==> src/rtl/gray_seq_gen_if.sv <==
// Handshake/bus bundle for gray_seq_gen: control inputs plus code/status outputs.
// The pause signal exists only when GRAY_SEQ_PAUSE_EN is defined.
interface gray_seq_gen_if #(
    parameter int WIDTH = 3
);
    logic             start;
    logic             stop;
    logic             mode;
    logic             dir;
`ifdef GRAY_SEQ_PAUSE_EN
    logic             pause;
`endif
    logic [WIDTH-1:0] code;
    logic [WIDTH-1:0] bin;
    logic             step;
    logic             busy;
    logic             done;

    modport master (
        output start, stop, mode, dir,
`ifdef GRAY_SEQ_PAUSE_EN
        output pause,
`endif
        input  code, bin, step, busy, done
    );

    modport slave (
        input  start, stop, mode, dir,
`ifdef GRAY_SEQ_PAUSE_EN
        input  pause,
`endif
        output code, bin, step, busy, done
    );
endinterface

==> src/rtl/gray_seq_gen.sv <==
// Gray-code sequence generator: walks all 2^WIDTH codes, each held DWELL cycles,
// single-pass or free-run, up or down. GRAY_SEQ_PAUSE_EN adds a pause input.
module gray_seq_gen #(
    parameter int WIDTH = 3,
    parameter int DWELL = 50
) (
    input  logic          clk,
    input  logic          rst,
    gray_seq_gen_if.slave bus
);
    localparam int CW = $clog2(DWELL + 1);
    localparam logic [CW-1:0] LAST = CW'(DWELL - 1);

    typedef enum logic [1:0] {IDLE, RUN, DONE} state_t;

    state_t           r_state, w_state_nxt;
    logic [CW-1:0]    r_cnt, w_cnt_nxt;
    logic [WIDTH-1:0] r_bin, w_bin_nxt;
    logic [WIDTH-1:0] r_code;
    logic             r_mode, w_mode_nxt;
    logic             r_dir, w_dir_nxt;
    logic             r_step, w_step_nxt;
    logic             r_busy, r_done;
    logic             w_pause;

`ifdef GRAY_SEQ_PAUSE_EN
    assign w_pause = bus.pause;
`else
    assign w_pause = 1'b0;
`endif

    always_ff @(posedge clk or posedge rst) begin
        if (rst) begin
            r_state <= IDLE;
            r_cnt   <= '0;
            r_bin   <= '0;
            r_code  <= '0;
            r_mode  <= 1'b0;
            r_dir   <= 1'b0;
            r_step  <= 1'b0;
            r_busy  <= 1'b0;
            r_done  <= 1'b0;
        end else begin
            r_state <= w_state_nxt;
            r_cnt   <= w_cnt_nxt;
            r_bin   <= w_bin_nxt;
            // Outputs are derived from next-state values so they stay registered.
            r_code  <= w_bin_nxt ^ (w_bin_nxt >> 1);
            r_mode  <= w_mode_nxt;
            r_dir   <= w_dir_nxt;
            r_step  <= w_step_nxt;
            r_busy  <= (w_state_nxt == RUN);
            r_done  <= (w_state_nxt == DONE);
        end
    end

    always_comb begin
        w_state_nxt = r_state;
        w_cnt_nxt   = r_cnt;
        w_bin_nxt   = r_bin;
        w_mode_nxt  = r_mode;
        w_dir_nxt   = r_dir;
        w_step_nxt  = 1'b0;
        if (bus.stop) begin
            w_state_nxt = IDLE;
            w_cnt_nxt   = '0;
            w_bin_nxt   = '0;
        end else begin
            case (r_state)
                IDLE, DONE: begin
                    if (bus.start) begin
                        w_state_nxt = RUN;
                        w_cnt_nxt   = '0;
                        w_bin_nxt   = '0;
                        w_mode_nxt  = bus.mode;
                        w_dir_nxt   = bus.dir;
                    end
                end
                RUN: begin
                    if (!w_pause) begin
                        if (r_cnt == LAST) begin
                            w_cnt_nxt  = '0;
                            w_bin_nxt  = r_dir ? (r_bin - WIDTH'(1)) : (r_bin + WIDTH'(1));
                            w_step_nxt = 1'b1;
                            // Single pass ends on the advance that lands back on index 0.
                            if (!r_mode && (w_bin_nxt == '0))
                                w_state_nxt = DONE;
                        end else begin
                            w_cnt_nxt = r_cnt + CW'(1);
                        end
                    end
                end
                default: w_state_nxt = IDLE;
            endcase
        end
    end

    assign bus.code = r_code;
    assign bus.bin  = r_bin;
    assign bus.step = r_step;
    assign bus.busy = r_busy;
    assign bus.done = r_done;
endmodule
==> src/flat_wrapper.sv <==
// flat-port wrapper written by rule: the top's interface ports become plain ports
module gray_seq_gen_flat 
#(
    parameter int WIDTH = 3,
    parameter int DWELL = 50
)
  (clk, rst, bus_start, bus_stop, bus_mode, bus_dir, bus_code, bus_bin, bus_step, bus_busy, bus_done);
  gray_seq_gen_if #(.WIDTH(WIDTH)) bus_i ();
  input  logic clk;
  input  logic rst;
  input wire logic [$bits(bus_i.start)-1:0] bus_start;
  input wire logic [$bits(bus_i.stop)-1:0] bus_stop;
  input wire logic [$bits(bus_i.mode)-1:0] bus_mode;
  input wire logic [$bits(bus_i.dir)-1:0] bus_dir;
  output wire logic [$bits(bus_i.code)-1:0] bus_code;
  output wire logic [$bits(bus_i.bin)-1:0] bus_bin;
  output wire logic [$bits(bus_i.step)-1:0] bus_step;
  output wire logic [$bits(bus_i.busy)-1:0] bus_busy;
  output wire logic [$bits(bus_i.done)-1:0] bus_done;
  assign bus_i.start = bus_start;
  assign bus_i.stop = bus_stop;
  assign bus_i.mode = bus_mode;
  assign bus_i.dir = bus_dir;
  assign bus_code = bus_i.code;
  assign bus_bin = bus_i.bin;
  assign bus_step = bus_i.step;
  assign bus_busy = bus_i.busy;
  assign bus_done = bus_i.done;
  gray_seq_gen #(.WIDTH(WIDTH), .DWELL(DWELL)) u_core (.clk(clk), .rst(rst), .bus(bus_i));
endmodule
==> config.mk <==
export PLATFORM = sky130hd
export DESIGN_NAME = gray_seq_gen_flat
export DESIGN_NICKNAME = d
export VERILOG_FILES = /design/src/rtl/gray_seq_gen_if.sv /design/src/rtl/gray_seq_gen.sv /design/src/flat_wrapper.sv
export SDC_FILE = /design/constraint.sdc
export NUM_CORES = 1
export LEC_CHECK = 0
export CAP_MARGIN = 20
export CORE_MARGIN = 4
export CORE_UTILIZATION = 30
export DETAILED_ROUTE_END_ITERATION = 16
export GPL_TIMING_DRIVEN = 0
export MAX_ROUTING_LAYER = met4
export PLACE_DENSITY = 0.55
export RECOVER_POWER = 100
export SLEW_MARGIN = 25
export SYNTH_ARGS = -nofsm -noshare
export SYNTH_HDL_FRONTEND = slang
export SYNTH_SLANG_ARGS = --single-unit
==> constraint.sdc <==
create_clock -name clk -period 2.3 [get_ports clk]
set_input_delay 0.46 -clock clk [delete_from_list [all_inputs] [get_ports clk]]
set_output_delay 0.46 -clock clk [all_outputs]
set_load 0.1 [all_outputs]
* Word level (Yosys, flattened, before mapping)
Index checks and enable logic that the tools add are counted.
Storage, ports and cells: bits in registers 19, input bits 6, output and inout port bits 9, word-level logic and storage cells 45
Cells by class: add/subtract/negate cells 3, equality and inequality tests 6, multiplexer cells 17, bitwise logic cells 2, reduce and logical (&&, ||, !) cells 8
Operators with widths (number):
- 6-bit 2-to-1 mux | 3
- 3-bit 2-to-1 mux | 4
- 6-bit one-hot mux with 2 select lines | 1
- 2-bit 2-to-1 mux | 4
- 6-bit by 1-bit adder with 6-bit output (second input constant) | 1
- 6-bit equality test (second input constant) | 1
- 3-bit one-hot mux with 2 select lines | 1
- 2-bit by 1-bit equality test with 1-bit output (second input constant) | 2
- 2-bit equality test (second input constant) | 2
- 2-bit one-hot mux with 2 select lines | 1
- 3-bit by 1-bit adder with 3-bit output (second input constant) | 1
- 3-bit zero test | 1
- 1-bit 2-to-1 mux | 3
- 3-bit inequality test (second input constant) | 1
- 3-bit AND reduction | 1
- 3-bit nonzero test | 1
- 3-bit by 1-bit subtractor with 3-bit output (second input constant) | 1
- 3-bit by 2-bit bitwise XOR with 3-bit output | 1
- 2-bit zero test | 1
- 2-bit AND reduction | 1
- 2-bit OR reduction | 1
- 1-bit logical AND | 1
- 1-bit zero test | 1
- 1-bit inverter | 1

* Depth between registers and ports, before layout
Gate-level depths: netlist of run 1.
depth in word-level cells 9, mapped depth 6, depth with buffers taken out 6

* Worst setup path before layout of run 1
OpenSTA, ideal clock, no wires.
path kind register to register, start point register u_core.r_bin[0], in the netlist u_core.bus.bin[0], end point register u_core.r_busy, in the netlist u_core.bus.busy, setup time 0.132 ns, data arrival time 2.187 ns, required time 2.168 ns, setup slack -0.019 ns, stages on the path, launching flop included 6, path buffers 0, cell sequence dfrtp_1 > fa_1 > xor3_1 > nor3b_1 > nand2b_1 > o211ai_1
On the way: longest elaborated chain between the ends 9
Ends and longest elaborated chain:
- start: declaration | line gray_seq_gen.sv:18 | logic [WIDTH-1:0] r_bin, w_bin_nxt;
- start signal: assignment | line gray_seq_gen.sv:46 | r_bin <= w_bin_nxt;
- 3-bit by 1-bit adder with 3-bit output / 3-bit by 1-bit subtractor with 3-bit output (equally long branches) | line gray_seq_gen.sv:83 | w_bin_nxt = r_dir ? (r_bin - WIDTH'(1)) : (r_bin + WIDTH'(1));
- 3-bit 2-to-1 mux (*) | line gray_seq_gen.sv:83
- 3-bit zero test (*) | line gray_seq_gen.sv:86 | if (!r_mode && (w_bin_nxt == '0))
- 1-bit logical AND (*) | line gray_seq_gen.sv:86
- 2-bit 2-to-1 mux (*) | line gray_seq_gen.sv:86
- 2-bit 2-to-1 mux (*) | line gray_seq_gen.sv:81 | if (r_cnt == LAST) begin
- 2-bit one-hot mux with 2 select lines (*) | line gray_seq_gen.sv:69 | case (r_state)
- 2-bit 2-to-1 mux (*) | line gray_seq_gen.sv:64 | if (bus.stop) begin
- 2-bit by 1-bit equality test with 1-bit output (*) | line gray_seq_gen.sv:52 | r_busy <= (w_state_nxt == RUN);
- end signal: assignment | line gray_seq_gen.sv:52
- end: declaration | line gray_seq_gen.sv:23 | logic r_busy, r_done;
Mark *: on every way between the ends. The rest lies on a longest branch, timed or not. A chain may end at the register's enable or synchronous reset.

* Final worst setup path of run 1
start point register u_core.r_code[0], in the netlist u_core.bus.code[0], end point output port bus_code[0]
RTL lines:
- start: declaration | line gray_seq_gen.sv:19 | logic [WIDTH-1:0] r_code;
- start signal: assignment | line gray_seq_gen.sv:48 | r_code <= w_bin_nxt ^ (w_bin_nxt >> 1);
- end: declaration | line flat_wrapper.sv:15 | output wire logic [$bits(bus_i.code)-1:0] bus_code;
No word-level cell between the ends.

==> results of run 1 <==
[final cells by class]
class | instances | area (sq um) | share of cell area (%)
multi-input cells | 74 | 573 | 45.3
flip-flops and latches | 18 | 452 | 35.7
repair buffers | 14 | 120 | 9.49
well taps | 46 | 57.6 | 4.55
clock buffers | 4 | 26.3 | 2.08
plain buffers | 3 | 18.8 | 1.48
inverters | 5 | 18.8 | 1.48
[how the worst max path moves through the flow]
stage,from,to,depth (start not counted)
final,u_core.bus.code[0]$_DFF_PP0_,bus_code[0],1
after global routing,u_core.bus.code[1]$_DFF_PP0_,bus_code[1],1
after CTS,u_core.bus.code[0]$_DFF_PP0_,bus_code[0],1
after detailed placement,bus_stop,u_core.bus.code[1]$_DFF_PP0_,5
after global placement,u_core.bus.bin[2]$_DFF_PP0_,bus_code[2],2
after floorplan,u_core.bus.bin[0]$_DFF_PP0_,u_core.bus.busy$_DFF_PP0_,5
[cells by family after synthesis]
kind of cell,after synthesis
buffers and inverters,8
adder cells (fa/ha/maj),5
XOR/XNOR,6
AND/OR/NAND/NOR,43
multiplexers,2
AO/OA/AOI/OAI,18
flip-flops,18
[placed cells by master, fill, tap and decap left out, types with 2 or more instances in the layout]
cell / netlist / routed
dfrtp_1: 18 / 17
nand2_1: 8 / 8
clkdlybuf4s50_1: 0 / 8
nor2_1: 7 / 7
clkbuf_1: 0 / 5
xor2_1: 5 / 5
inv_1: 5 / 5
o211ai_1: 4 / 4
o21ai_0: 4 / 4
ha_1: 4 / 4
nand3_1: 3 / 3
nor3b_1: 3 / 3
clkbuf_4: 0 / 3
buf_4: 2 / 2
o31ai_1: 2 / 2
and3_1: 2 / 2
and2_1: 3 / 2
nand2b_1: 2 / 2
a21oi_1: 2 / 2
nor4b_1: 2 / 2
nand3b_1: 2 / 2
a311oi_1: 2 / 2
mux2_2: 2 / 2
dlygate4sd3_1: 0 / 2
[metrics by stage]
stage / hold slack, ns / area, sq um / std cells / total power, mW / setup WS (ns)
global placement: 0.499 / 1260 / 160 / 0.546 / 0.135
finish: 0.521 / 1270 / 164 / 0.708 / 0.0709
CTS: 0.532 / 1280 / 164 / 0.723 / 0.0536
global route: 0.556 / 1270 / 164 / 0.761 / 0.00344
detailed placement: 0.507 / 1260 / 160 / 0.551 / 0.114
floorplan: 0.398 / 1060 / 100 / 0.498 / 0.226
[sequential cells by signal, summed over array words and instances, names as in the netlist]
name             cells
u_core.bus.bin       3
u_core.bus.busy      1
u_core.bus.code      2
u_core.bus.done      1
u_core.bus.step      1
u_core.r_cnt         6
u_core.r_dir         1
u_core.r_mode        1
u_core.r_state       2
[cell usage after synthesis, types with 3 or more instances]
cell type,count
nand2_1,8
xor2_1,5
nand3_1,3
and2_1,3
nor2_1,7
inv_1,5
ha_1,4
o21ai_0,4
o211ai_1,4
nor3b_1,3
dfrtp_1,18
[power by group through the flow]
stage | registers [mW] | logic (mW) | clock network (mW)
3_5_place_dp | 0.379 | 0.172 | 0
2_1_floorplan | 0.400 | 0.0987 | 0
4_1_cts | 0.373 | 0.173 | 0.176
6_report | 0.372 | 0.170 | 0.166
5_1_grt | 0.379 | 0.187 | 0.196
3_3_place_gp | 0.377 | 0.169 | 0
[routing by layer]
metal	part of all wire, %	global-route usage [%]
met1	50	14.7
met2	44	16.4
met3	5.2	3.00
met4	1.0	3.04
met5	0	-
==> results.cfg, run 1 <==
[sta]
fmax_mhz = 449
rsz0062_at_grt = no
setup_viol = 0
slew_viol_final = 0
tightestPinTransition_ns = 1.16
hold_violations = 0
maxSlewHeadroom_pct = 23.0
finalCriticalPeriod_ns = 2.23
finalCritPeriodShare_pct = 96.9
final.setup_skew_ns = 0.0129
fin_tns_setup_ns = 0

[cts]
hold_buffers = 0
cts-htree-levels = 1
clock-root-buffer = clkbuf_4
clock-sinks = 18
ctsLongestPathBuffers = 2
cts-resized-gates = 4
cts_buffers = 3
post_cts_buffers = 0
clkLatencyLatePin_ns = 0.30
cts.clk_slew.worst_paths_ns = 0.11
cts_tree = built

[critical_path]
r2r_cells = 5
path_class = flip-flop to output pin
path_max_fanout = 1
crit_family = buffers and inverters
worstPathArrival_ns = 1.77
r2r-end = u_core.bus.busy$_DFF_PP0_
cp_data_required_time_ns = 1.84
worstSetupEndpointType = output pin
crit_path_start_kind = flip-flop
reg2reg_from = u_core.bus.bin[0]$_DFF_PP0_
max_stage_delay_ns = 1.12
r2r_slack_ns = 0.27
path_buf_inv = 1
crit_chain = clkdlybuf4s50_1
crit_slowest_cell = clkdlybuf4s50_1

[yosys]
ys_seq_area_share_pct = 42.4
ys_ff_latch = 18
synth_compound_area_share_pct = 12.7
yosys_warnings = 0
synth_edf_count = 0
netlist.area_leader.share_pct = 42.4
ys.flop_type = dfrtp_1
netlist_area_sq_um = 1060
synthMuxAreaShare_pct = 2.12
synth_top_family_by_area = simple AND/OR/NAND/NOR gates
ys_types = 38
syn_inst = 100
async_flop_share_pct = 100
synth_xor_area_share_pct = 6.36
syn_avg_cell_area_sq_um = 10.6
yosys.area_share.simple_pct = 26.1
yosysTopAreaCell = dfrtp_1
yosys-top-cells-area = dfrtp_1 (42%), ha_1 (4.7%), xor2_1 (4.1%), nand2_1 (2.8%), o211ai_1 (2.8%)
synthesis.nets = 111
synth_adder_area_share_pct = 6.60

[grt]
grt_pass1_vias = 782
grt_pass1_wl_mm = 3.73
grt_use_total_pct = 11.0
grt_max_degree = 19
overflow = 0
antenna_found_initial = 0

[pwr]
power_density_nw_per_um2 = 559
p_clk_share_pct = 23.4
comb_power_share_pct = 24.0
cell_internal_pwr_mw = 0.477
p_sw_mw = 0.231
switching_share_pct = 32.7
vdd_drop_max_uv = 304
leakagePower_nw = 0.535
seqPwrFrac_pct = 52.6

[flow_run]
cap_violations = 0

[route]
routedWlPerCell_um = 13.2
dr.pass1.iters = 4
vias_per_cell = 4.94
first_iter_violations = 28
postRouteAntennaNets = 0
drc = 0
vias = 810
finalWirelength_mm = 2.16

[floorplanning]
ios = 15
rows = 21
die_y_um = 67.5
start_util_pct = 31.3
fp.dieW_um = 67.5
core_region_area_sq_um = 3390
die-area_sq_um = 4560

[placed_design]
place_congestion = 0.839
io_buffers = 14
hpwl_mm = 1.60

[layout]
n_antenna_cell = 0
nFillCells = 351
final_nets = 130
layout-drive-gt1-share_pct = 12.7
finish.utilization_pct = 37.4
area_growth_pct = 19.2

[worst_hold_path]
hold_class = flip-flop to flip-flop
holdPathStages = 1
min_to = u_core.r_mode$_DFFE_PP0P_
hp-start = u_core.r_mode$_DFFE_PP0P_

[status]
status = complete, no violations
Note: power is estimated with default switching activity, not from simulation.
==> inputs of run 2 (changes only) <==
--- a/config.mk
+++ b/config.mk
@@ -7,11 +7,11 @@
 export LEC_CHECK = 0
 export CAP_MARGIN = 20
 export CORE_MARGIN = 4
-export CORE_UTILIZATION = 30
+export CORE_UTILIZATION = 53
 export DETAILED_ROUTE_END_ITERATION = 16
-export GPL_TIMING_DRIVEN = 0
+export GPL_TIMING_DRIVEN = 1
 export MAX_ROUTING_LAYER = met4
-export PLACE_DENSITY = 0.55
+export PLACE_DENSITY = 0.84
 export RECOVER_POWER = 100
 export SLEW_MARGIN = 25
 export SYNTH_ARGS = -nofsm -noshare
==> results.cfg, run 2 (synthesized netlist as in run 1, its figures left out) <==
[status]
status = complete, no violations

[placed_design]
io_buffers = 14
place_congestion = 0.867
hpwl_mm = 1.52
post_dp_cell_area_sq_um = 1200

[critical_path]
cp_data_required_time_ns = 2.47
reg2reg_from = u_core.bus.bin[0]$_DFF_PP0_
worstSetupEndpointType = flip-flop
r2r-end = u_core.r_state[0]$_DFF_PP0_
r2r_cells = 5
r2r_slack_ns = 0.26
worstSetupStartpoint = u_core.bus.bin[0]$_DFF_PP0_
path_max_fanout = 6
worstPathArrival_ns = 2.21
path_class = flip-flop to flip-flop
crit_chain = fa_1 -> xor3_1 -> nor3b_1 -> nand2b_1 -> o211ai_1
path_buf_inv = 0
cp_num_cells = 5
crit_family = flip-flops
max_stage_delay_ns = 0.47
crit_slowest_cell = dfrtp_1
crit_path_start_kind = flip-flop
critPathCapture = u_core.r_state[0]$_DFF_PP0_

[sta]
setup_viol = 0
worst_hold_slack_ns = 0.532
finalCriticalPeriod_ns = 2.04
final.setup_skew_ns = 0.0123
finalCritPeriodShare_pct = 88.7
fmax_mhz = 490
hold_violations = 0
slew_viol_final = 0
maxSlewHeadroom_pct = 22.3
rsz0062_at_grt = no
fin_tns_setup_ns = 0
tightestPinTransition_ns = 1.17

[grt]
grt_max_degree = 19
grt_pass1_wl_mm = 3.51
antenna_found_initial = 0
grt_pass1_vias = 783
overflow = 0
grt_use_total_pct = 18.2

[pwr]
leakagePower_nw = 0.523
comb_power_share_pct = 22.4
cell_internal_pwr_mw = 0.499
switching_share_pct = 31.3
p_sw_mw = 0.228
p_clk_share_pct = 26.4
seqPwrFrac_pct = 51.2
power_density_nw_per_um2 = 612
vdd_drop_max_uv = 468

[layout]
finish.utilization_pct = 65.2
layout-drive-gt1-share_pct = 13.8
final_common_cell = dfrtp_1
n_antenna_cell = 0
most-common-layout-cells = dfrtp_1 (17), nand2_1 (8), nor2_1 (7)
final_nets = 128
largest_reg_flops = 6
design_area_sq_um = 1190
area_growth_pct = 11.7
regMostFlops = u_core.r_cnt

[floorplanning]
core_region_area_sq_um = 1820
die_y_um = 52.8
rows = 15
start_util_pct = 58.4
ios = 15
fp.dieW_um = 52.8
die-area_sq_um = 2780

[cts]
cts-resized-gates = 0
clock-root-buffer = clkbuf_4
cts_tree = built
clkLatencyLatePin_ns = 0.30
clock-sinks = 18
cts.clk_slew.worst_paths_ns = 0.10
cts-htree-levels = 1
post_cts_buffers = 0
ctsLongestPathBuffers = 2
hold_buffers = 0
cts_buffers = 3

[route]
vias_per_cell = 5.76
finalWirelength_mm = 2.06
routedWlPerCell_um = 14.6
drc = 0
postRouteAntennaNets = 0
first_iter_violations = 16
vias = 812
dr.pass1.iters = 4

[flow_run]
cap_violations = 0

[worst_hold_path]
hold_class = flip-flop to flip-flop
==> run 2: worst register-to-register path: cells and delay by family (launching register included) <==
kind | cells | cell delay (ns)
and+or+nand+nor | 2 | 0.43
AOI/OAI and AO/OA | 1 | 0.10
DFF | 1 | 0.47
adders and majority gates | 1 | 0.44
xor gates and xnor gates | 1 | 0.47
==> run 2: area by class of cell <==
type	instances	area [sq um]
clock buffer	4	36.3
fill	157	634
inverter	5	18.8
multi-input combinational	74	554
sequential	18	452
tap	25	31.3
timing repair buffer	15	93.8
==> run 2: stage by stage <==
stage,total power [mW],std cells,worst slack (ns)
2_1_floorplan,0.498,100,0.226
3_3_place_gp,0.542,137,0.253
3_5_place_dp,0.548,137,0.144
4_1_cts,0.740,141,0.252
5_1_grt,0.773,141,0.154
6_report,0.726,141,0.259
==> run 2: power by group through the flow <==
stage | Combinational [mW] | Sequential, mW | Clock [mW]
finish | 0.163 | 0.372 | 0.192
global route | 0.183 | 0.377 | 0.213
CTS | 0.170 | 0.372 | 0.197
detailed placement | 0.169 | 0.379 | 0
global placement | 0.165 | 0.377 | 0
floorplan | 0.0987 | 0.400 | 0
==> run 2: worst min-delay path by stage <==
| stage | startpoint | to | slack (ns) | cells past startpoint |
|---|---|---|---|---|
| after floorplan | rst | u_core.bus.bin[2]$_DFF_PP0_ | 0.40 | 1 |
| after global placement | u_core.r_mode$_DFFE_PP0P_ | u_core.r_mode$_DFFE_PP0P_ | 0.50 | 1 |
| after detailed placement | u_core.r_mode$_DFFE_PP0P_ | u_core.r_mode$_DFFE_PP0P_ | 0.51 | 1 |
| after CTS | u_core.r_mode$_DFFE_PP0P_ | u_core.r_mode$_DFFE_PP0P_ | 0.53 | 1 |
| after global routing | u_core.r_mode$_DFFE_PP0P_ | u_core.r_mode$_DFFE_PP0P_ | 0.55 | 1 |
| final | u_core.r_mode$_DFFE_PP0P_ | u_core.r_mode$_DFFE_PP0P_ | 0.53 | 1 |
==> run 2: metal layers <==
layer / wire length [um] / vias up / GRT usage [%]
li1: - / 392 / -
met3: 103 / 6 / 5.13
met5: 0 / - / -
met4: 42 / 0 / 10.6
met2: 978 / 25 / 27.3
met1: 932 / 389 / 21.9
==> inputs of run 3 (changes only) <==
--- a/config.mk
+++ b/config.mk
@@ -13,6 +13,7 @@
 export MAX_ROUTING_LAYER = met4
 export PLACE_DENSITY = 0.84
 export RECOVER_POWER = 100
+export SKIP_LAST_GASP = 1
 export SLEW_MARGIN = 25
 export SYNTH_ARGS = -nofsm -noshare
 export SYNTH_HDL_FRONTEND = slang
==> results of run 3 <==
The final DEF is identical to that of run 2; final timing and power are the same.
